### config.mk
export PLATFORM = sky130hd
export DESIGN_NAME = alib_points_fifo_reader
export DESIGN_NICKNAME = d
export VERILOG_FILES = /design/src/rtl/alib_points_pkg.sv /design/src/rtl/alib_points_out_buffer.sv /design/src/rtl/alib_points_fifo_reader.sv
export SDC_FILE = /design/constraint.sdc
export NUM_CORES = 1
export LEC_CHECK = 0
export CAP_MARGIN = 20
export CORE_ASPECT_RATIO = 0.5
export CORE_MARGIN = 3
export CORE_UTILIZATION = 46
export CTS_CLUSTER_DIAMETER = 40
export DETAILED_ROUTE_END_ITERATION = 16
export GPL_ROUTABILITY_DRIVEN = 0
export PLACE_DENSITY = 0.78
export SYNTH_ARGS = -nofsm -noshare
export SYNTH_HDL_FRONTEND = slang
export SYNTH_SLANG_ARGS = --single-unit
### constraint.sdc
create_clock -name clk -period 4.3 [get_ports clk]
set_input_delay 1.29 -clock clk [delete_from_list [all_inputs] [get_ports clk]]
set_output_delay 1.29 -clock clk [all_outputs]
set_load 0.02 [all_outputs]
### src/rtl/alib_points_pkg.sv
// Shared definitions for the point FIFO read path: point widths, x/y/z packing
// order (x in [47:32], y in [31:16], z in [15:0]) and reader state encodings.
package alib_points_pkg;

   localparam int POINT_W      = 16;
   localparam int POINT_PACK_W = 48;

   typedef struct packed {
      logic [POINT_W-1:0] x;
      logic [POINT_W-1:0] y;
      logic [POINT_W-1:0] z;
   } point_t;

   localparam logic [1:0] ST_IDLE  = 2'd0;
   localparam logic [1:0] ST_RUN   = 2'd1;
   localparam logic [1:0] ST_FLUSH = 2'd2;
   localparam logic [1:0] ST_DONE  = 2'd3;

endpackage

### src/rtl/alib_points_out_buffer.sv
// Two-entry registered valid/ready buffer; the reader's credit logic keeps it
// from ever being written while full, so there is no input-side ready.
module alib_points_out_buffer
   import alib_points_pkg::*;
(
   input  logic                    clk,
   input  logic                    rst,
   input  logic                    in_valid,
   input  logic [POINT_PACK_W-1:0] in_data,
   input  logic                    out_ready,
   output logic                    out_valid,
   output logic [POINT_PACK_W-1:0] out_data,
   output logic [1:0]              occupancy
);

   logic [POINT_PACK_W-1:0] mem [2];
   logic                    wr_ptr;
   logic                    rd_ptr;
   logic [1:0]              count;
   logic                    pop;

   assign out_valid = (count != 2'd0);
   assign out_data  = mem[rd_ptr];
   assign occupancy = count;
   assign pop       = out_valid & out_ready;

   always_ff @(posedge clk or negedge rst) begin
      if (!rst) begin
         mem[0] <= '0;
         mem[1] <= '0;
         wr_ptr <= 1'b0;
         rd_ptr <= 1'b0;
         count  <= 2'd0;
      end else begin
         if (in_valid) begin
            mem[wr_ptr] <= in_data;
            wr_ptr      <= ~wr_ptr;
         end
         if (pop) begin
            rd_ptr <= ~rd_ptr;
         end
         case ({in_valid, pop})
            2'b10:   count <= count + 2'd1;
            2'b01:   count <= count - 2'd1;
            default: count <= count;
         endcase
      end
   end

endmodule

### src/rtl/alib_points_fifo_reader.sv
// Frame drain engine for the 48-bit point FIFO with a valid/ready output stream.
// Optional bounding-box accumulation is built when ALIB_POINTS_READER_BBOX_EN is defined.
module alib_points_fifo_reader
   import alib_points_pkg::*;
#(
   parameter int CNT_W = 16
) (
   input  logic               clk,
   input  logic               rst,
   input  logic               start,
   input  logic [CNT_W-1:0]   frame_len,
   input  logic               fifo_empty,
   input  logic [POINT_W-1:0] fifo_point_x,
   input  logic [POINT_W-1:0] fifo_point_y,
   input  logic [POINT_W-1:0] fifo_point_z,
   output logic               fifo_rd_en,
   output logic               m_valid,
   input  logic               m_ready,
   output logic [POINT_W-1:0] m_point_x,
   output logic [POINT_W-1:0] m_point_y,
   output logic [POINT_W-1:0] m_point_z,
   output logic               m_last,
   output logic               busy,
   output logic               done,
   output logic [POINT_W-1:0] bb_min_x,
   output logic [POINT_W-1:0] bb_min_y,
   output logic [POINT_W-1:0] bb_min_z,
   output logic [POINT_W-1:0] bb_max_x,
   output logic [POINT_W-1:0] bb_max_y,
   output logic [POINT_W-1:0] bb_max_z
);

   logic [1:0]       state;
   logic [1:0]       state_next;
   logic [CNT_W-1:0] len_reg;
   logic [CNT_W-1:0] issued_cnt;
   logic [CNT_W-1:0] accepted_cnt;
   logic             in_flight;
   logic             start_acc;
   logic             pop;
   logic [1:0]       occupancy;
   logic [2:0]       credit_used;
   point_t           fifo_pt;
   point_t           head_pt;

   assign start_acc = (state == ST_IDLE) & start;
   assign fifo_pt   = '{x: fifo_point_x, y: fifo_point_y, z: fifo_point_z};
   assign pop       = m_valid & m_ready;

   // A beat leaving this cycle frees its slot, so sustained 1/cycle is possible.
   assign credit_used = {1'b0, occupancy} + {2'b00, in_flight} - {2'b00, pop};
   assign fifo_rd_en  = (state == ST_RUN) & ~fifo_empty & (issued_cnt < len_reg)
                        & (credit_used < 3'd2);

   alib_points_out_buffer u_buf (
      .clk       (clk),
      .rst       (rst),
      .in_valid  (in_flight),
      .in_data   (fifo_pt),
      .out_ready (m_ready),
      .out_valid (m_valid),
      .out_data  (head_pt),
      .occupancy (occupancy)
   );

   assign m_point_x = head_pt.x;
   assign m_point_y = head_pt.y;
   assign m_point_z = head_pt.z;
   assign m_last    = m_valid & (accepted_cnt == len_reg - CNT_W'(1));
   assign busy      = (state == ST_RUN) | (state == ST_FLUSH);
   assign done      = (state == ST_DONE);

   always_comb begin
      state_next = state;
      case (state)
         ST_IDLE:  if (start) state_next = (frame_len == '0) ? ST_DONE : ST_RUN;
         ST_RUN:   if (fifo_rd_en && (issued_cnt + CNT_W'(1) == len_reg)) state_next = ST_FLUSH;
         ST_FLUSH: if (pop && m_last) state_next = ST_DONE;
         ST_DONE:  state_next = ST_IDLE;
         default:  state_next = ST_IDLE;
      endcase
   end

   // Reset drops any read in flight; the FIFO recovers its own pointers.
   always_ff @(posedge clk or negedge rst) begin
      if (!rst) begin
         state        <= ST_IDLE;
         len_reg      <= '0;
         issued_cnt   <= '0;
         accepted_cnt <= '0;
         in_flight    <= 1'b0;
      end else begin
         state     <= state_next;
         in_flight <= fifo_rd_en;
         if (start_acc) begin
            len_reg      <= frame_len;
            issued_cnt   <= '0;
            accepted_cnt <= '0;
         end else begin
            if (fifo_rd_en) issued_cnt <= issued_cnt + CNT_W'(1);
            if (pop) accepted_cnt <= accepted_cnt + CNT_W'(1);
         end
      end
   end

`ifdef ALIB_POINTS_READER_BBOX_EN
   point_t bb_min;
   point_t bb_max;

   always_ff @(posedge clk or negedge rst) begin
      if (!rst) begin
         bb_min <= '0;
         bb_max <= '0;
      end else if (start_acc) begin
         bb_min <= '{x: '1, y: '1, z: '1};
         bb_max <= '0;
      end else if (pop) begin
         if (head_pt.x < bb_min.x) bb_min.x <= head_pt.x;
         if (head_pt.y < bb_min.y) bb_min.y <= head_pt.y;
         if (head_pt.z < bb_min.z) bb_min.z <= head_pt.z;
         if (head_pt.x > bb_max.x) bb_max.x <= head_pt.x;
         if (head_pt.y > bb_max.y) bb_max.y <= head_pt.y;
         if (head_pt.z > bb_max.z) bb_max.z <= head_pt.z;
      end
   end

   assign bb_min_x = bb_min.x;
   assign bb_min_y = bb_min.y;
   assign bb_min_z = bb_min.z;
   assign bb_max_x = bb_max.x;
   assign bb_max_y = bb_max.y;
   assign bb_max_z = bb_max.z;
`else
   assign bb_min_x = '0;
   assign bb_min_y = '0;
   assign bb_min_z = '0;
   assign bb_max_x = '0;
   assign bb_max_y = '0;
   assign bb_max_z = '0;
`endif

endmodule

==> impl_metrics.ini, run 1 <==
[clock_tree]
path_clk_slew_ns = 0.06
insertion_delay_ns = 0.42
cts_root_buffer = clkbuf_16
numCtsBuffers = 17
cts_max_path_buffers = 2
cts_tree = done
htree_levels = 4
clkSinkCount = 151
cts_hold_buf = 0

[worst_setup_path]
max_stage_delay_ns = 0.49
rr_startpoint = issued_cnt[0]
crit_fanout = 2
required_ns = 3.01
critPathArrivalTime_ns = 3.11
endpoint_kind = output pin
crit_type = in2out
crit_slowest_cell = fa_1
crit_top_cell = buf_6
worstSetupStartpoint = m_ready
cp-start-kind = input pin
cp_cell_sequence = buf_6 -> nand2_4 -> inv_4 -> ha_4 -> nand2b_4 -> fa_1 -> nand2_1 -> nor3_2 -> nand3_1 -> or2_4 -> clkinvlp_4 -> buf_6

[drt]
drt-total-wl_mm = 20.1
vias_per_cell = 5.25
final_antenna_net_count = 0
drc = 0
wl_per_cell_um = 16.5
drt_iter0_markers = 315
firstDrtPassIters = 5
vias = 6401

[grt]
antenna_found_initial = 0
grt_pass1_wl_mm = 32.5
first_global_vias = 6326
grt-ovfl-total = 0
grt.total_usage = 0.190
grt_max_degree = 99

[yosys]
syn_avg_cell_area_um2 = 10.7
syn-cell-area_um2 = 8880
synth_cells = 830
netlist.top_cell.by_area = dfrtp_1
yosysSeqAreaShare = 0.425
synth_edf_count = 0
synth_warnings = 0
synth_top_cell_area_share = 0.425
yosys.cell_types.count = 57
synth-seq-cells = 151
yosys-top-cells-area = dfrtp_1 (43%), mux2_2 (18%), buf_4 (8.1%)
synth-main-ff-cell = dfrtp_1
synthArstFlopShare = 1.00

[floorplan]
ios = 218
dieArea_um2 = 21100
die_w_um = 203
start_util = 0.476
die_y_um = 104
num_rows = 35
coreArea_um2 = 18700

[layout]
largest_reg_flops = 96
syn_to_final_growth_pct = 20.8
design_area_um2 = 10700
stdcell_count = 1220
fin_nets = 1045
top_register = u_buf.mem
num_antenna_cells = 0
drive_gt1_frac = 0.235

[placed_design]
placed_cells = 1189
dpl.hpwl_mm = 14.3
dpl_cell_area_um2 = 10100
portBuffers = 121

[timing]
max_freq_ghz = 0.227
report.final.slew_viol_count = 0
tightest_slew_ns = 0.899
setup-violations-final = 1
fin_crit_ns = 4.40
finalHoldViolCount = 0
grt_setup_unrepaired = true
skew_ns = 0.0131
final.period_utilization = 1.02
maxSlewHeadroom = 0.401
fin_ws_ns = -0.0966

[pwr]
leakagePower_nw = 4.82
ir_drop_v = 0.000310
p_comb_frac = 0.275
sw_frac_of_total = 0.305
powerDensity_nw_per_um2 = 398
seq_power_share = 0.374
p_switching_mw = 1.30
power.internal_mw = 2.97
clockPowerShare = 0.351

[outcome]
outcome = finished with violations
violations = setup timing

[min_path]
min-delay-start = u_buf.mem[45]
hold_path.class = reg2reg

[flow_run]
drv_cap = 0
==> logic make-up (layout without fill, tap and decap cells) <==
family,Yosys count,in the layout,synth area share
simple gates,193,193,0.116
buf+inv,166,202,0.112
flops,151,151,0.425
mux,147,147,0.186
compound gates,82,82,0.0586
xor+xnor,63,63,0.0621
fa+ha+maj,27,27,0.0389
other cells,1,96,0.000422
==> what timing repair did <==
action,CTS,global route
pin swaps,6,7
buffers inserted,0,0
gates resized for setup,19,7
setup endpoints to repair,2,2
==> cells in the final DEF, fill, tap and decap left out, types with 15 or more instances in the layout <==
| master | count |
|---|---|
| dfrtp_1 | 149 |
| mux2_2 | 144 |
| clkdlybuf4s50_1 | 117 |
| conb_1 | 96 |
| nor2_1 | 41 |
| xnor2_1 | 40 |
| nand2_1 | 37 |
| o21ai_0 | 32 |
| inv_1 | 26 |
| ha_1 | 24 |
| xor2_1 | 23 |
| buf_4 | 20 |
| a21oi_1 | 18 |
| nand4_1 | 17 |
| clkbuf_16 | 17 |
| nand3_1 | 15 |
==> power by group through the flow <==
stage                     logic (mW)  registers, mW  clock network [mW]
final                           1.17           1.60                1.50
after global routing            1.25           1.61                1.60
after CTS                       1.18           1.60                1.53
after detailed placement        1.16           1.62                   0
after global placement          1.14           1.62                   0
after floorplan                0.778           1.55                   0
==> cell usage after synthesis, types with 4 or more instances <==
| cell type | number |
|---|---|
| o21ai_0 | 32 |
| and3_1 | 8 |
| nor2_1 | 42 |
| nand2b_1 | 4 |
| nand3_1 | 15 |
| xnor2_1 | 40 |
| buf_4 | 96 |
| nor4_1 | 14 |
| or3_1 | 12 |
| ha_1 | 26 |
| and4_1 | 6 |
| a21oi_1 | 18 |
| buf_1 | 12 |
| nor2b_1 | 4 |
| nand4_1 | 17 |
| dfrtp_1 | 151 |
| a21o_1 | 5 |
| mux2_2 | 144 |
| nor3_1 | 14 |
| inv_1 | 28 |
| clkbuf_1 | 28 |
| nand2_1 | 39 |
| xor2_1 | 23 |
==> worst max-delay path, delay by kind of cell <==
family	cells	cell delay, ns
AND/OR/NAND/NOR	6	0.76
adder cells (fa/ha/maj)	2	0.69
buffers and inverters	4	0.35
==> worst paths after layout <==
path                                 endpoint  slack [ns]  cells past startpoint
worst min-delay path            u_buf.mem[45]        0.50                      1
worst min register to register  u_buf.mem[45]        0.50                      1
worst max register to register       state[0]        1.10                      8
worst max-delay path               fifo_rd_en        -0.1                     12
min in group asynchronous       u_buf.mem[43]        0.94                      1
max in group asynchronous          len_reg[1]        2.50                      2
==> final cells by class <==
class	instances	area, µm²
inverters	28	111
clock inverters	12	143
fillers	1519	7920
multi-input cells	608	4530
flip-flops and latches	151	3780
clock buffers	19	443
repair buffers	143	1400
well taps	259	324
==> per-layer routing <==
layer,vias up,wire [µm],track usage
li1,2949,-,-
met1,3176,8500,0.239
met4,0,263,0.0509
met5,-,0,0
met2,245,10200,0.338
met3,31,1160,0.0325
==> through the flow <==
step | worst slack, ns | utilization | setup TNS (ns) | total power [mW] | hold slack (ns)
floorplan | 0.0234 | - | 0 | 2.33 | 0.461
global placement | -1.00 | 0.541 | -1.00 | 2.76 | 0.481
global route | -0.181 | 0.575 | -0.181 | 4.46 | 0.513
detailed placement | -1.02 | 0.541 | -1.02 | 2.78 | 0.487
CTS | -0.173 | 0.574 | -0.173 | 4.32 | 0.500
finish | -0.0966 | 0.575 | -0.0966 | 4.27 | 0.498
(Power assumes the default switching activity.)
==> run 2: changes to the inputs <==
--- a/config.mk
+++ b/config.mk
@@ -13,6 +13,7 @@
 export DETAILED_ROUTE_END_ITERATION = 16
 export GPL_ROUTABILITY_DRIVEN = 0
 export PLACE_DENSITY = 0.78
+export SLEW_MARGIN = 5
 export SYNTH_ARGS = -nofsm -noshare
 export SYNTH_HDL_FRONTEND = slang
 export SYNTH_SLANG_ARGS = --single-unit
==> results of run 2 <==
Same layout as run 1: the final DEF is identical, and so are final timing and power.
==> run 3: changes to the inputs <==
--- a/config.mk
+++ b/config.mk
@@ -17,3 +17,4 @@
 export SYNTH_ARGS = -nofsm -noshare
 export SYNTH_HDL_FRONTEND = slang
 export SYNTH_SLANG_ARGS = --single-unit
+export TNS_END_PERCENT = 100
==> results of run 3 <==
Same layout as run 1: the final DEF is identical, and so are final timing and power.
